--- src/rtl/sigmoid_pkg.sv ---
// -----------------------------------------------------------------------------
// sigmoid_pkg
// Shared definitions for the sigmoid PWL forward/backward units.
//   ONE_Q88      : 1.0 in Q8.8
//   DERIV_MAX    : largest value of y*(1-y) in Q.8 (0.25 -> 0x40)
//   q88_t        : signed Q8.8 sample
//   sig_sample_t : {y, g, tag} record as held in the activation buffer
// -----------------------------------------------------------------------------
package sigmoid_pkg;

    localparam logic [15:0] ONE_Q88   = 16'h0100;
    localparam logic [7:0]  DERIV_MAX = 8'h40;

    typedef logic signed [15:0] q88_t;

    typedef struct packed {
        q88_t       y;
        q88_t       g;
        logic [3:0] tag;
    } sig_sample_t;

endpackage

--- src/rtl/sigmoid_pwl_backward_pipe_stage_ctl.sv ---
// -----------------------------------------------------------------------------
// pipe_stage_ctl
// Valid/ready control for one register slice of a stallable pipeline.
// The slice takes a new sample whenever it is empty or its current sample
// leaves downstream in the same cycle.
// Ports:
//   clk, rst   clock, asynchronous active-low reset
//   up_valid   upstream offers a sample
//   up_ready   this slice can take a sample this cycle (combinational)
//   dn_ready   downstream can take this slice's sample
//   vld        slice holds a valid sample
//   load       data enable for this slice's data registers
// -----------------------------------------------------------------------------
module pipe_stage_ctl (
    input  logic clk,
    input  logic rst,
    input  logic up_valid,
    output logic up_ready,
    input  logic dn_ready,
    output logic vld,
    output logic load
);

    // ~vld | (vld & dn_ready) reduces to ~vld | dn_ready
    assign up_ready = ~vld | dn_ready;
    assign load     = up_valid & up_ready;

    always_ff @(posedge clk or negedge rst) begin
        if (!rst) begin
            vld <= 1'b0;
        end else if (up_ready) begin
            vld <= up_valid;
        end
    end

endmodule

--- src/rtl/sigmoid_pwl_backward.sv ---
// -----------------------------------------------------------------------------
// sigmoid_pwl_backward
// Backward pass of the sigmoid PWL unit: gx = g * y * (1 - y), with y taken
// from the forward pass and g the upstream gradient. Three-stage stallable
// valid/ready pipeline, one sample per clock.
//   S1: clamp y to [0, ONE], count clamp events, form 1 - y
//   S2: d = (y * (1 - y)) >> FRAC_W   (truncated, 0..0x40)
//   S3: gx = (g * d) >>> FRAC_W       (truncated or rounded half up)
// Ports:
//   clk, rst              clock, asynchronous active-low reset
//   in_valid / in_ready   input handshake for y_in, g_in, tag_in
//   y_in                  forward output, nominal [0, ONE]
//   g_in                  upstream gradient, signed
//   tag_in                sideband, passed through unchanged
//   out_valid / out_ready output handshake for gx_out, tag_out
//   gx_out, tag_out       input gradient and its tag
//   clamp_cnt             accepted samples with y_in outside [0, ONE], saturating
//   busy                  any stage holds a valid sample
// Configuration:
//   SIGMOID_BWD_ROUND_EN  defined: S3 rounds half up; undefined: S3 truncates.
// -----------------------------------------------------------------------------
module sigmoid_pwl_backward
    import sigmoid_pkg::*;
#(
    parameter int DATA_W = 16,
    parameter int FRAC_W = 8,
    parameter int TAG_W  = 4,
    parameter int CNT_W  = 16
) (
    input  logic              clk,
    input  logic              rst,
    input  logic              in_valid,
    output logic              in_ready,
    input  logic [DATA_W-1:0] y_in,
    input  logic [DATA_W-1:0] g_in,
    input  logic [TAG_W-1:0]  tag_in,
    output logic              out_valid,
    input  logic              out_ready,
    output logic [DATA_W-1:0] gx_out,
    output logic [TAG_W-1:0]  tag_out,
    output logic [CNT_W-1:0]  clamp_cnt,
    output logic              busy
);

    localparam int P_W = DATA_W + FRAC_W + 1;

    localparam logic [FRAC_W:0] ONE_U =
        {1'b1, {FRAC_W{1'b0}}};
    localparam logic signed [DATA_W-1:0] ONE_S =
        {{(DATA_W-FRAC_W-1){1'b0}}, 1'b1, {FRAC_W{1'b0}}};
    localparam logic signed [P_W-1:0] HALF_LSB =
        {{(DATA_W+1){1'b0}}, 1'b1, {(FRAC_W-1){1'b0}}};

    function automatic logic y_out_of_range(input logic signed [DATA_W-1:0] y);
        return y[DATA_W-1] | (y > ONE_S);
    endfunction

    function automatic logic [FRAC_W:0] clamp_y(input logic signed [DATA_W-1:0] y);
        if (y[DATA_W-1]) begin
            return '0;
        end else if (y > ONE_S) begin
            return ONE_U;
        end else begin
            return y[FRAC_W:0];
        end
    endfunction

    // y*(1-y) peaks at 0.25, so only the low FRAC_W bits of the shifted
    // product can ever be non-zero.
    function automatic logic [FRAC_W-1:0] deriv(input logic [FRAC_W:0] yc,
                                                input logic [FRAC_W:0] om);
        logic [2*FRAC_W+1:0] prod;
        prod = yc * om;
        return FRAC_W'(prod >> FRAC_W);
    endfunction

    // d <= 0.25 keeps |gx| <= |g|/4, so the low DATA_W bits never overflow.
    function automatic logic signed [DATA_W-1:0] grad_scale(
        input logic signed [DATA_W-1:0] g,
        input logic        [FRAC_W-1:0] d
    );
        logic signed [P_W-1:0] p;
        p = g * $signed({1'b0, d});
`ifdef SIGMOID_BWD_ROUND_EN
        p = p + HALF_LSB;
`endif
        return DATA_W'(p >>> FRAC_W);
    endfunction

    logic vld_p0, vld_p1, vld_p2;
    logic rdy_p1, rdy_p2;
    logic ld_p0, ld_p1, ld_p2;

    logic        [FRAC_W:0]   yc_p0;
    logic        [FRAC_W:0]   om_p0;
    logic signed [DATA_W-1:0] g_p0;
    logic        [TAG_W-1:0]  tag_p0;

    logic        [FRAC_W-1:0] d_p1;
    logic signed [DATA_W-1:0] g_p1;
    logic        [TAG_W-1:0]  tag_p1;

    logic signed [DATA_W-1:0] gx_p2;
    logic        [TAG_W-1:0]  tag_p2;

    logic signed [DATA_W-1:0] y_s;
    logic        [FRAC_W:0]   yc_s;

    assign y_s  = $signed(y_in);
    assign yc_s = clamp_y(y_s);

    pipe_stage_ctl u_ctl_p0 (
        .clk      (clk),
        .rst      (rst),
        .up_valid (in_valid),
        .up_ready (in_ready),
        .dn_ready (rdy_p1),
        .vld      (vld_p0),
        .load     (ld_p0)
    );

    pipe_stage_ctl u_ctl_p1 (
        .clk      (clk),
        .rst      (rst),
        .up_valid (vld_p0),
        .up_ready (rdy_p1),
        .dn_ready (rdy_p2),
        .vld      (vld_p1),
        .load     (ld_p1)
    );

    pipe_stage_ctl u_ctl_p2 (
        .clk      (clk),
        .rst      (rst),
        .up_valid (vld_p1),
        .up_ready (rdy_p2),
        .dn_ready (out_ready),
        .vld      (vld_p2),
        .load     (ld_p2)
    );

    // ---- S1: clamp y, form 1 - y ----
    always_ff @(posedge clk) begin
        if (ld_p0) begin
            yc_p0  <= yc_s;
            om_p0  <= ONE_U - yc_s;
            g_p0   <= $signed(g_in);
            tag_p0 <= tag_in;
        end
    end

    always_ff @(posedge clk or negedge rst) begin
        if (!rst) begin
            clamp_cnt <= '0;
        end else if (ld_p0 && y_out_of_range(y_s) && (clamp_cnt != '1)) begin
            clamp_cnt <= clamp_cnt + 1'b1;
        end
    end

    // ---- S2: derivative d = y*(1-y) ----
    always_ff @(posedge clk) begin
        if (ld_p1) begin
            d_p1   <= deriv(yc_p0, om_p0);
            g_p1   <= g_p0;
            tag_p1 <= tag_p0;
        end
    end

    // ---- S3: gradient gx = g*d; output register, visible after reset ----
    always_ff @(posedge clk or negedge rst) begin
        if (!rst) begin
            gx_p2  <= '0;
            tag_p2 <= '0;
        end else if (ld_p2) begin
            gx_p2  <= grad_scale(g_p1, d_p1);
            tag_p2 <= tag_p1;
        end
    end

    assign out_valid = vld_p2;
    assign gx_out    = gx_p2;
    assign tag_out   = tag_p2;
    assign busy      = vld_p0 | vld_p1 | vld_p2;

endmodule
--- config.mk ---
export PLATFORM = sky130hd
export DESIGN_NAME = sigmoid_pwl_backward
export DESIGN_NICKNAME = d
export VERILOG_FILES = /design/src/rtl/sigmoid_pkg.sv /design/src/rtl/sigmoid_pwl_backward_pipe_stage_ctl.sv /design/src/rtl/sigmoid_pwl_backward.sv
export SDC_FILE = /design/constraint.sdc
export NUM_CORES = 1
export LEC_CHECK = 0
export ABC_CLOCK_PERIOD_IN_PS = 7500
export CORE_UTILIZATION = 45
export DETAILED_ROUTE_END_ITERATION = 8
export MAX_ROUTING_LAYER = met4
export SLEW_MARGIN = 20
export SYNTH_ARGS = -nofsm -noshare
export SYNTH_HDL_FRONTEND = slang
export SYNTH_HIERARCHICAL = 1
export SYNTH_SLANG_ARGS = --single-unit
--- constraint.sdc ---
create_clock -name clk -period 7.5 [get_ports clk]
set_input_delay 1.5 -clock clk [delete_from_list [all_inputs] [get_ports clk]]
set_output_delay 1.5 -clock clk [all_outputs]
set_load 0.02 [all_outputs]
======== Yosys cells after proc, flatten, opt, wreduce, memory -nomap -nowiden ========
Cells that the tools add are included.
storage, ports and cells
  register bits ........................... 105
  latch bits .............................. 0
  RAM bits ................................ 0
  memory bits (read-only) ................. 0
  bits of input ports ..................... 40
  output and inout bits ................... 39
  word-level logic and storage cells ...... 35
  memories ................................ 0
cells by class
  add/sub/neg operators ................... 2
  $mul .................................... 2
  divide/modulo/power cells ............... 0
  magnitude comparators ................... 1
  equality and inequality tests ........... 1
  shifts and indexed selects .............. 0
  muxes and demuxes ....................... 2
  bitwise logic cells ..................... 12
  reductions and logical operators ........ 2
operators with widths
  operator                                               count
  multiplier 16 x 9 -> 24 bit                            1
  2-to-1 mux 9 bit                                       2
  adder 16 x 1 -> 16 bit (second input constant)         1
  > comparator 16 x 10 -> 1 bit (second input constant)  1
  multiplier 9 x 9 -> 16 bit                             1
  inequality test 16 bit (second input constant)         1
  subtractor 9 bit (first input constant)                1
  OR 1 bit                                               6
  AND 1 bit                                              3
  inverter 1 bit                                         3
  logical AND 1 bit                                      2

======== Longest topological paths before layout ========
Gate-level depths: netlist of run 1.
  depth after elaboration ................. 7
  mapped depth ............................ 18
  mapped depth without buffers ............ 17

======== Hierarchy ========
The synthesis of run 1 kept the hierarchy.
by module, submodules not included
  module                instances  cells an instance  area each (sq um)  sequential area each (sq um)
  sigmoid_pwl_backward  1          1,038              10,463.8           2,852.7
  pipe_stage_ctl        3          4                  53.8               25.0

======== Worst setup path before layout of run 1 ========
OpenSTA, ideal clock, no wires.
  kind .................................... reg-to-reg
  start point ............................. reg d_p1[2]
  end point ............................... reg gx_p2[9] (netlist: gx_out[9])
  setup time .............................. 0.125 ns
  arrival time ............................ 4.708 ns
  required time ........................... 7.375 ns
  slack ................................... 2.668 ns
  stages on the path, launching flop included .. 17
  path buffers ............................ 1
  period minus slack after synthesis ...... 4.832 ns
  cell sequence ........................... edfxtp_1 clkbuf_1 nand2_1 fa_1 inv_1 fa_1 inv_1 fa_1 fa_1 inv_1 ha_1 a211o_1 a211o_1 a21oi_1 o221ai_1 xor2_1 mux2_2
between the ends
  cells in the longest elaborated chain, start to end .. 1
RTL lines
  what                         RTL line                     RTL
  from (decl)                  sigmoid_pwl_backward.sv:99   logic [FRAC_W-1:0] d_p1;
  from (signal assigned)       sigmoid_pwl_backward.sv:163  d_p1 <= deriv(yc_p0, om_p0);
  multiplier 16 x 9 -> 24 bit  sigmoid_pwl_backward.sv:83   p = g * $signed({1'b0, d});
  to (signal assigned)         sigmoid_pwl_backward.sv:175  gx_p2 <= grad_scale(g_p1, d_p1);
  to (decl)                    sigmoid_pwl_backward.sv:103  logic signed [DATA_W-1:0] gx_p2;
No other way between the ends.
A chain may end at the register's enable or synchronous reset.

======== Worst setup path in the final report of run 1 ========
  start point ............................. reg d_p1[2]
  end point ............................... reg gx_p2[11] (netlist: gx_out[11])
The elaborated chain is that of the path after synthesis.

==> results.yml, run 1 <==
status:
  status: "completed"
placement:
  gp_congestion: 0.830
  port-buffer-count: 78
  dp.final_hpwl_mm: 16.5
yosys:
  syn_inst: 1050
  asyncSetResetFlopFracSynth_pct: 37.5
  yosysTopAreaCellShare_pct: 27.7
  synth.largest_area_cell: "sky130_fd_sc_hd__fa_1"
  ys.flop_type: "sky130_fd_sc_hd__edfxtp_1"
  ys_seq_elements: 104
  synth_area_per_cell_um2: 10.1
  number_of_distinct_library_cell_variants_in_the_gate_level_netlist_after_synthesis: 59
  yosysWarnings: 6
  syn-num-nets: 1309
  synth_top_cells_by_area: "sky130_fd_sc_hd__fa_1 (28%), sky130_fd_sc_hd__edfxtp_1 (18%), sky130_fd_sc_hd__dfrtp_1 (9.2%)"
  yosys-top-cells-count: "sky130_fd_sc_hd__inv_1 (225), sky130_fd_sc_hd__fa_1 (147), sky130_fd_sc_hd__nand2_1 (135)"
  synth_sequential_area_ratio_pct: 27.6
  post_synthesis_cell_area_mm2: 0.0106
  post-synth-top-count-cell: "sky130_fd_sc_hd__inv_1"
  synth_enable_flop_cells: 65
clock_tree:
  cts_tree: "done"
  cts.reportedPaths.clkPinSlew_ns: 0.08
  cts-buffers-inserted: 9
  cts.path.max_buffers: 2
  hold_buffers: 0
  cts.htree.levels: 3
  post_cts.resized_instances: 0
  post-cts-setup-buffers: 0
  clock_insertion_delay_at_the_later_pin_of_the_skew_report_ns: 0.36
  number_of_clock_sinks: 104
  cts-root-buf: "sky130_fd_sc_hd__clkbuf_16"
sta:
  fmax_ghz: 0.194
  final_max_slew_viol_count: 0
  timing_hold_violations_final: 0
  final_tns_setup_ns: 0
  final_period_minus_worst_setup_slack_ns: 5.15
  unrepaired_setup_endpoints_after_global_routing: "false"
  final.setup_skew_ns: 0.0138
  pin_slew_with_the_least_headroom_to_its_limit_ns: 0.909
  finalSetupViolCount: 0
  max-slew-margin-rel_pct: 39.4
  timing.final.crit_share_pct: 68.7
run:
  max_cap_viols: 0
floorplan:
  placeableCoreArea_mm2: 0.0229
  die_w_um: 156
  dieArea_mm2: 0.0242
  initial_utilization_pct: 46.4
  pin_count: 79
  number_of_cell_rows: 55
  die_y_um: 156
worst_setup_path:
  cp_max_fo: 16
  crit_start: "d_p1[2]"
  critPathLaunchType: "register"
  worstPathArrival_ns: 5.40
  r2r_end: "gx_out[11]"
  timing_worst_setup_path_type: "register to register"
  endpoint: "gx_out[11]"
  timing.critical_path.to_type: "register"
  flop2flop_setup_slack_ns: 2.35
  reg2regPathDepth: 15
  worst_r2r_src: "d_p1[2]"
  worst-endpoint-required_ns: 7.75
worst_hold_path:
  hold_start: "g_p0[1]"
  holdCritPathClass: "register to register"
  hold_path_depth: 0
route:
  wirelength_mm: 20.3
  via_count_of_the_routed_design: 7076
  postRouteAntennaNets: 0
  firstDrtPassIters: 5
  detail_route.wl_per_cell_um: 14.2
  drc: 0
  routed_via_density: 4.93
  drt_iter0_markers: 278
grt:
  global_route_wire_length_before_repair_mm: 35.9
  grt_max_degree: 41
  antenna_violations_before_repair: 0
  grt_pass1_vias: 7528
  gr-usage-all-layers_pct: 19.2
  overflow: 0
finish:
  diodes: 0
  syn2layout_area_growth_pct: 13.2
  layout-drive-gt1-share_pct: 4.46
  fillers: 2110
  finish.net_count: 1376
layout by cell type (no fill, tap or decap), types with 15 or more instances in the layout:
cell and count:
sky130_fd_sc_hd__fa_1 147, sky130_fd_sc_hd__inv_1 225, sky130_fd_sc_hd__and2_1 109, sky130_fd_sc_hd__nand2_1 135, sky130_fd_sc_hd__xor2_1 16, sky130_fd_sc_hd__ha_1 72
sky130_fd_sc_hd__nor2_1 19, sky130_fd_sc_hd__dfrtp_1 39, sky130_fd_sc_hd__edfxtp_1 65, sky130_fd_sc_hd__nand3_1 17, sky130_fd_sc_hd__xnor2_1 32, sky130_fd_sc_hd__mux2_2 15
sky130_fd_sc_hd__clkdlybuf4s50_1 77, sky130_fd_sc_hd__a21oi_1 24
registers in the layout (all words and copies together) (netlist names):
| register | count |
|---|---|
| gx_out | 16 |
| u_ctl_p2/vld | 1 |
| tag_p0 | 4 |
| g_p0 | 16 |
| om_p0 | 8 |
| clamp_cnt | 16 |
| u_ctl_p0/vld | 1 |
| yc_p0 | 9 |
| tag_p1 | 4 |
| d_p1 | 8 |
| u_ctl_p1/vld | 1 |
| tag_out | 4 |
| g_p1 | 16 |
worst min path at each step:
stage               end  slack [ns]
2_1_floorplan   g_p1[0]        0.40
3_3_place_gp    g_p1[8]        0.40
3_5_place_dp   g_p1[13]        0.40
4_1_cts        g_p1[13]        0.42
5_1_grt        g_p1[14]        0.43
6_report        g_p1[1]        0.42
stage by stage:
stage / util [%] / hold WS, ns / instances / worst slack, ns / area, um2
after floorplan: - / 0.400 / 1050 / 2.67 / 10600
after global placement: 51.1 / 0.401 / 1419 / 2.44 / 11700
after detailed placement: 51.1 / 0.405 / 1419 / 2.36 / 11700
after CTS: 52.5 / 0.423 / 1435 / 2.35 / 12000
after global routing: 52.5 / 0.430 / 1435 / 2.04 / 12000
final: 52.5 / 0.423 / 1435 / 2.35 / 12000
worst max-delay path: stages, from the launching register on:
cell                       delay (ns)
sky130_fd_sc_hd__edfxtp_1        0.68
sky130_fd_sc_hd__nand2_1         0.15
sky130_fd_sc_hd__fa_1            0.56
sky130_fd_sc_hd__inv_1           0.05
sky130_fd_sc_hd__fa_1            0.51
sky130_fd_sc_hd__inv_1           0.05
sky130_fd_sc_hd__fa_1            0.46
sky130_fd_sc_hd__fa_1            0.54
sky130_fd_sc_hd__inv_1           0.04
sky130_fd_sc_hd__ha_1            0.37
sky130_fd_sc_hd__a211o_1         0.28
sky130_fd_sc_hd__a211o_1         0.33
sky130_fd_sc_hd__a21oi_1         0.40
sky130_fd_sc_hd__o21ai_0         0.20
sky130_fd_sc_hd__xor2_1          0.16
sky130_fd_sc_hd__mux2_2          0.26
final cells by class:
type | count | area [um2] | share of cell area, %
Clock inverter | 6 | 73.8 | 0.614
Clock buffer | 10 | 250 | 2.08
Inverter | 225 | 845 | 7.02
Tap cell | 313 | 392 | 3.26
Timing Repair Buffer | 78 | 776 | 6.45
Multi-Input combinational cell | 699 | 6770 | 56.2
Sequential cell | 104 | 2930 | 24.3
logic make-up (layout without fill, tap and decap cells):
kind of cell,count (synthesis),in the layout,share of synthesized area (%)
compound gates,84,84,5.64
xor+xnor,48,48,3.96
fa+ha+maj,219,219,36.2
buf+inv,247,319,8.76
flops,104,104,27.6
mux,15,15,1.59
simple gates,333,333,16.3
per-layer routing:
layer	track usage, %	up-vias	share of wire [%]
li1	-	3418	-
met2	34.2	118	52
met5	-	-	0
met1	23.2	3526	44
met3	2.31	14	3.3
met4	4.58	0	1.2
Power of run 1 is left out: the tool's default activity adds up to more than one toggle a clock period on the data nets, which glitch-free logic cannot reach.
==> inputs of run 2 (changes only) <==
Settings changed: ABC_CLOCK_PERIOD_IN_PS 7500 to 4170, PLACE_DENSITY from default to 0.66.
Clock period 7.5 ns to 4.17 ns, I/O delays scaled along.
==> run 2 against run 1 <==
  * The run now ends with negative setup slack left
  * Critical path depth rose by 1
  * Via count rose by 9.2%
  * Sequential cell count did not move
  * Largest cell class unchanged
  * Design area rose by 18%
  * Cell count rose by 12%
  * Sequential share of layout area fell by 3.7 points
  * Clock-buffer cell count fell by 1
  * Global-route usage rose by 2.2 points
==> results.yml, run 2 (synthesis results as in run 1) <==
route:
  routed_via_density: 4.81
  firstDrtPassIters: 5
  postRouteAntennaNets: 0
  drt_iter0_markers: 287
  wirelength_mm: 22.9
  drc: 0
  detail_route.wl_per_cell_um: 14.2
  via_count_of_the_routed_design: 7728
sta:
  final_period_minus_worst_setup_slack_ns: 4.54
  unrepaired_setup_endpoints_after_global_routing: "true"
  finalSetupViolCount: 20
  fin_ws_ns: -0.368
  final.setup_skew_ns: 0.0138
  final_max_slew_viol_count: 0
  fmax_ghz: 0.220
  pin_slew_with_the_least_headroom_to_its_limit_ns: 0.912
  timing.final.crit_share_pct: 109
  max-slew-margin-rel_pct: 39.2
  timing_hold_violations_final: 0
floorplan:
  die_y_um: 156
  dieArea_mm2: 0.0242
  placeableCoreArea_mm2: 0.0229
  pin_count: 79
  number_of_cell_rows: 55
  die_w_um: 156
  initial_utilization_pct: 46.4
run:
  max_cap_viols: 0
worst_setup_path:
  critPathLaunchType: "register"
  worst-endpoint-required_ns: 4.42
  worstPathArrival_ns: 4.79
  cp_max_fo: 4
  timing.critical_path.to_type: "register"
  timing_worst_setup_path_type: "register to register"
finish:
  mostFrequentLayoutCell: "sky130_fd_sc_hd__inv_1"
  layout-drive-gt1-share_pct: 27.5
  diodes: 0
  syn2layout_area_growth_pct: 33.3
  finish.net_count: 1547
  final_cell_mix: "sky130_fd_sc_hd__inv_1 (198), sky130_fd_sc_hd__buf_4 (141), sky130_fd_sc_hd__fa_1 (140), sky130_fd_sc_hd__nand2_1 (117), sky130_fd_sc_hd__and2_1 (93)"
clock_tree:
  cts-root-buf: "sky130_fd_sc_hd__clkbuf_16"
  cts-buffers-inserted: 9
  number_of_clock_sinks: 104
  cts_tree: "done"
  cts.reportedPaths.clkPinSlew_ns: 0.08
  clock_insertion_delay_at_the_later_pin_of_the_skew_report_ns: 0.36
  hold_buffers: 0
  cts.htree.levels: 3
  cts.path.max_buffers: 2
grt:
  gr-usage-all-layers_pct: 21.4
  antenna_violations_before_repair: 0
  overflow: 0
  global_route_wire_length_before_repair_mm: 39.9
  grt_pass1_vias: 8593
  grt_max_degree: 41
status:
  status: "complete, but fails checks"
  violations: "negative setup slack"
placement:
  post-place-ws_ns: -0.464
  dp.final_hpwl_mm: 17.6
  gp_congestion: 0.872
  port-buffer-count: 78
worst_hold_path:
  holdCritPathClass: "register to register"
run 2: layer usage:
metal | up-vias | wire, um | GRT usage (%)
met4 | 0 | 424 | 5.88
met5 | - | 0 | -
met1 | 3818 | 9840 | 25.5
met3 | 36 | 515 | 2.28
li1 | 3758 | - | -
met2 | 116 | 12100 | 38.4
run 2: layout make-up:
cell class	instances	area (um2)
repair buffers	249	2170
multi-input cells	699	7520
inverters	225	847
well taps	313	392
clock buffers	9	225
fillers	1879	8750
flip-flops and latches	104	2930
clock inverters	7	82.6
run 2: what timing repair did:
action | CTS | global route
gates cloned | 1 | 0
endpoints found under the hold margin | 0 | 0
setup buffers | 32 | 16
pin swaps | 76 | 51
gates resized for setup | 96 | 74
setup endpoints to repair | 23 | 23
run 2: through the flow:
step	std cells	setup TNS (ns)	hold WS [ns]	util (%)	cell area, um2
floorplan	1050	-2.00	0.400	-	10900
global placement	1542	-6.00	0.404	56.0	12800
detailed placement	1542	-7.12	0.406	56.0	12800
CTS	1591	-4.28	0.422	60.2	13800
global route	1606	-8.31	0.431	61.8	14200
finish	1606	-4.54	0.423	61.8	14200
run 2: final timing paths:
kind	from	endpoint	slack (ns)	cells past startpoint
min reg2reg	g_p0[8]	g_p1[8]	0.42	0
min	g_p0[8]	g_p1[8]	0.42	0
min in group asynchronous	rst	gx_out[0]	0.58	1
max in group asynchronous	rst	clamp_cnt[11]	2.99	1
max	g_p1[8]	gx_out[7]	-0.37	16
max reg2reg	g_p1[8]	gx_out[7]	-0.37	16
run 2: worst max-delay path, stage by stage, from the launching register on:
cell and delay, ns:
sky130_fd_sc_hd__edfxtp_1 0.44, sky130_fd_sc_hd__buf_6 0.14, sky130_fd_sc_hd__nand2_1 0.07, sky130_fd_sc_hd__fa_1 0.54
sky130_fd_sc_hd__inv_1 0.05, sky130_fd_sc_hd__fa_1 0.46, sky130_fd_sc_hd__fa_1 0.56, sky130_fd_sc_hd__inv_1 0.05
sky130_fd_sc_hd__fa_1 0.49, sky130_fd_sc_hd__inv_2 0.04, sky130_fd_sc_hd__ha_4 0.22, sky130_fd_sc_hd__a21o_1 0.20
sky130_fd_sc_hd__a221o_1 0.37, sky130_fd_sc_hd__a41oi_4 0.27, sky130_fd_sc_hd__o21bai_1 0.13, sky130_fd_sc_hd__xor2_1 0.15
sky130_fd_sc_hd__mux2_4 0.25
Power of run 2 is left out for the same reason.
==> inputs of run 3 (changes only) <==
Settings changed: ABC_CLOCK_PERIOD_IN_PS 4170 to 5410, PLACE_DENSITY 0.66 to default.
Clock period 4.17 ns to 5.41 ns, I/O delays scaled along.
==> run 3 against run 2 <==
  * The run now ends clean
  * Global-route usage down 2.0 points
  * Maximum frequency down 11%
  * Core utilization down 9.2 points
  * Register-to-register slack better by 0.68 ns
  * Clock skew down 0.0024 ns
  * Clock-buffer cell count unchanged
  * Non-clock buffer count down 163
  * Sequential cell count unchanged
  * Worst setup slack better by 0.68 ns
  * Cell count down 10%
  * First-iteration DRC count up 13%
  * Critical path depth down 1
  * Largest cell class unchanged
==> results.yml, run 3 (synthesis results as in run 1) <==
status:
  status: "completed"
floorplan:
  die_y_um: 156
  die_w_um: 156
  placeableCoreArea_mm2: 0.0229
  dieArea_mm2: 0.0242
  pin_count: 79
  number_of_cell_rows: 55
  initial_utilization_pct: 46.4
route:
  via_count_of_the_routed_design: 7115
  drt_iter0_markers: 324
  drc: 0
  wl_met1_mm: 9.09
  topRoutingLayerUsed: "met4"
  met2WireLength_mm: 10.3
  firstDrtPassIters: 5
  wirelength_mm: 20.4
  dr_wl_met3_um: 673
  routed_via_density: 4.93
  detail_route.wl_per_cell_um: 14.1
  postRouteAntennaNets: 0
worst_setup_path:
  crit_buf_inv: 3
  cp_cell_sequence: "nand2_1 > fa_1 > inv_1 > fa_1 > inv_1 > fa_1 > fa_1 > inv_1 > ha_1 > a211o_1 > a211o_1 > a21oi_1 > o221ai_1 > xor2_1 > mux2_2"
  crit_start: "d_p1[0]"
  cp_num_cells: 15
  flop2flop_setup_slack_ns: 0.32
  worst_r2r_src: "d_p1[0]"
  critPathLaunchType: "register"
  critical-path-slowest-cell: "sky130_fd_sc_hd__edfxtp_1"
  endpoint: "gx_out[9]"
  peak_per_stage_delay_on_the_critical_path_ns: 0.66
  timing.critical_path.to_type: "register"
  cp_max_fo: 15
  reg2regPathDepth: 15
  timing.critical_path.max_delay_family: "adder cells"
  critical-path-top-cell-by-count: "sky130_fd_sc_hd__fa_1"
  r2r_end: "gx_out[9]"
  worst-endpoint-required_ns: 5.65
  worstPathArrival_ns: 5.34
  timing_worst_setup_path_type: "register to register"
sta:
  final_tns_setup_ns: 0
  max-slew-margin-rel_pct: 39.6
  final_max_slew_viol_count: 0
  finalSetupViolCount: 0
  final_period_minus_worst_setup_slack_ns: 5.09
  final.setup_skew_ns: 0.0114
  unrepaired_setup_endpoints_after_global_routing: "false"
  timing_hold_violations_final: 0
  timing.final.crit_share_pct: 94.2
  pin_slew_with_the_least_headroom_to_its_limit_ns: 0.906
  fmax_ghz: 0.196
placement:
  placedInstanceArea_mm2: 0.0118
  port-buffer-count: 78
  dp.final_hpwl_mm: 16.3
  gp_congestion: 0.846
  dp_cells: 1425
finish:
  multi_input_area_mm2: 0.00677
  finish.net_count: 1384
  layoutNonFillerInstCount: 1443
  final_cell_mix: "sky130_fd_sc_hd__inv_1 (225), sky130_fd_sc_hd__fa_1 (147), sky130_fd_sc_hd__nand2_1 (135), sky130_fd_sc_hd__and2_1 (109), sky130_fd_sc_hd__clkdlybuf4s50_1 (77)"
  mostFrequentLayoutCell: "sky130_fd_sc_hd__inv_1"
  diodes: 0
  layout-drive-gt1-share_pct: 5.13
  syn2layout_area_growth_pct: 13.5
  design_area_mm2: 0.0121
  fillers: 2169
  seq_area_mm2: 0.00293
clock_tree:
  cts-buffers-inserted: 9
  cts.reportedPaths.clkPinSlew_ns: 0.08
  cts.path.max_buffers: 2
  cts.htree.levels: 3
  cts-root-buf: "sky130_fd_sc_hd__clkbuf_16"
  clock_insertion_delay_at_the_later_pin_of_the_skew_report_ns: 0.36
  post_cts.resized_instances: 0
  cts_tree: "done"
  number_of_clock_sinks: 104
grt:
  grt_pass1_vias: 7660
  global_route_wire_length_before_repair_mm: 36.4
  overflow: 0
  gr-usage-all-layers_pct: 19.4
  grt_max_degree: 41
  antenna_violations_before_repair: 0
worst_hold_path:
  holdCritPathClass: "register to register"
run:
  max_cap_viols: 0
-- run 3: cell types whose count changed in the layout (fill, tap and decap cells not counted), sizes merged --
cell	change
buf	-163
clkinv	+3
inv	-2
bufinv	-1
-- run 3: through the flow --
step	setup slack, ns	hold slack [ns]	utilization [%]
final	0.315	0.414	52.6
after global routing	0.00361	0.426	52.6
after CTS	0.216	0.414	52.6
after detailed placement	0.231	0.405	51.3
after global placement	0.329	0.401	51.3
after floorplan	0.578	0.400	-
-- run 3: repair_timing --
action	4_1_cts	5_1_grt
setup endpoints to repair	0	6
hold buffers	0	0
buffers inserted	0	2
-- run 3: cell type report --
type | instances | area share, %
multi-input cells | 699 | 56.1
flip-flops and latches | 104 | 24.3
inverters | 225 | 7.00
repair buffers | 86 | 6.93
well taps | 313 | 3.25
clock buffers | 9 | 1.87
clock inverters | 7 | 0.602
-- run 3: per-layer routing --
layer	GRT usage [%]	vias to the layer above
met5	-	-
met4	4.95	0
met3	2.33	20
met2	33.3	115
met1	24.4	3549
li1	-	3431
-- run 3: worst register-to-register path: stages (launching register included) --
cell and delay, ns:
sky130_fd_sc_hd__edfxtp_1 0.66, sky130_fd_sc_hd__nand2_1 0.15, sky130_fd_sc_hd__fa_1 0.51, sky130_fd_sc_hd__inv_1 0.06, sky130_fd_sc_hd__fa_1 0.49, sky130_fd_sc_hd__inv_1 0.05
sky130_fd_sc_hd__fa_1 0.46, sky130_fd_sc_hd__fa_1 0.54, sky130_fd_sc_hd__inv_1 0.04, sky130_fd_sc_hd__ha_1 0.37, sky130_fd_sc_hd__a211o_1 0.29, sky130_fd_sc_hd__a211o_1 0.34
sky130_fd_sc_hd__a21oi_1 0.41, sky130_fd_sc_hd__o221ai_1 0.19, sky130_fd_sc_hd__xor2_1 0.17, sky130_fd_sc_hd__mux2_2 0.27
-- run 3: how the worst min path moves through the flow --
| stage | start | end | slack [ns] | cells after the start |
|---|---|---|---|---|
| floorplan | g_p0[0] | g_p1[0] | 0.40 | 0 |
| finish | g_p0[13] | g_p1[13] | 0.41 | 0 |
| detailed placement | g_p0[0] | g_p1[0] | 0.40 | 0 |
| CTS | g_p0[13] | g_p1[13] | 0.41 | 0 |
| global route | g_p0[13] | g_p1[13] | 0.43 | 0 |
| global placement | g_p0[14] | g_p1[14] | 0.40 | 0 |
Power of run 3 is left out for the same reason.
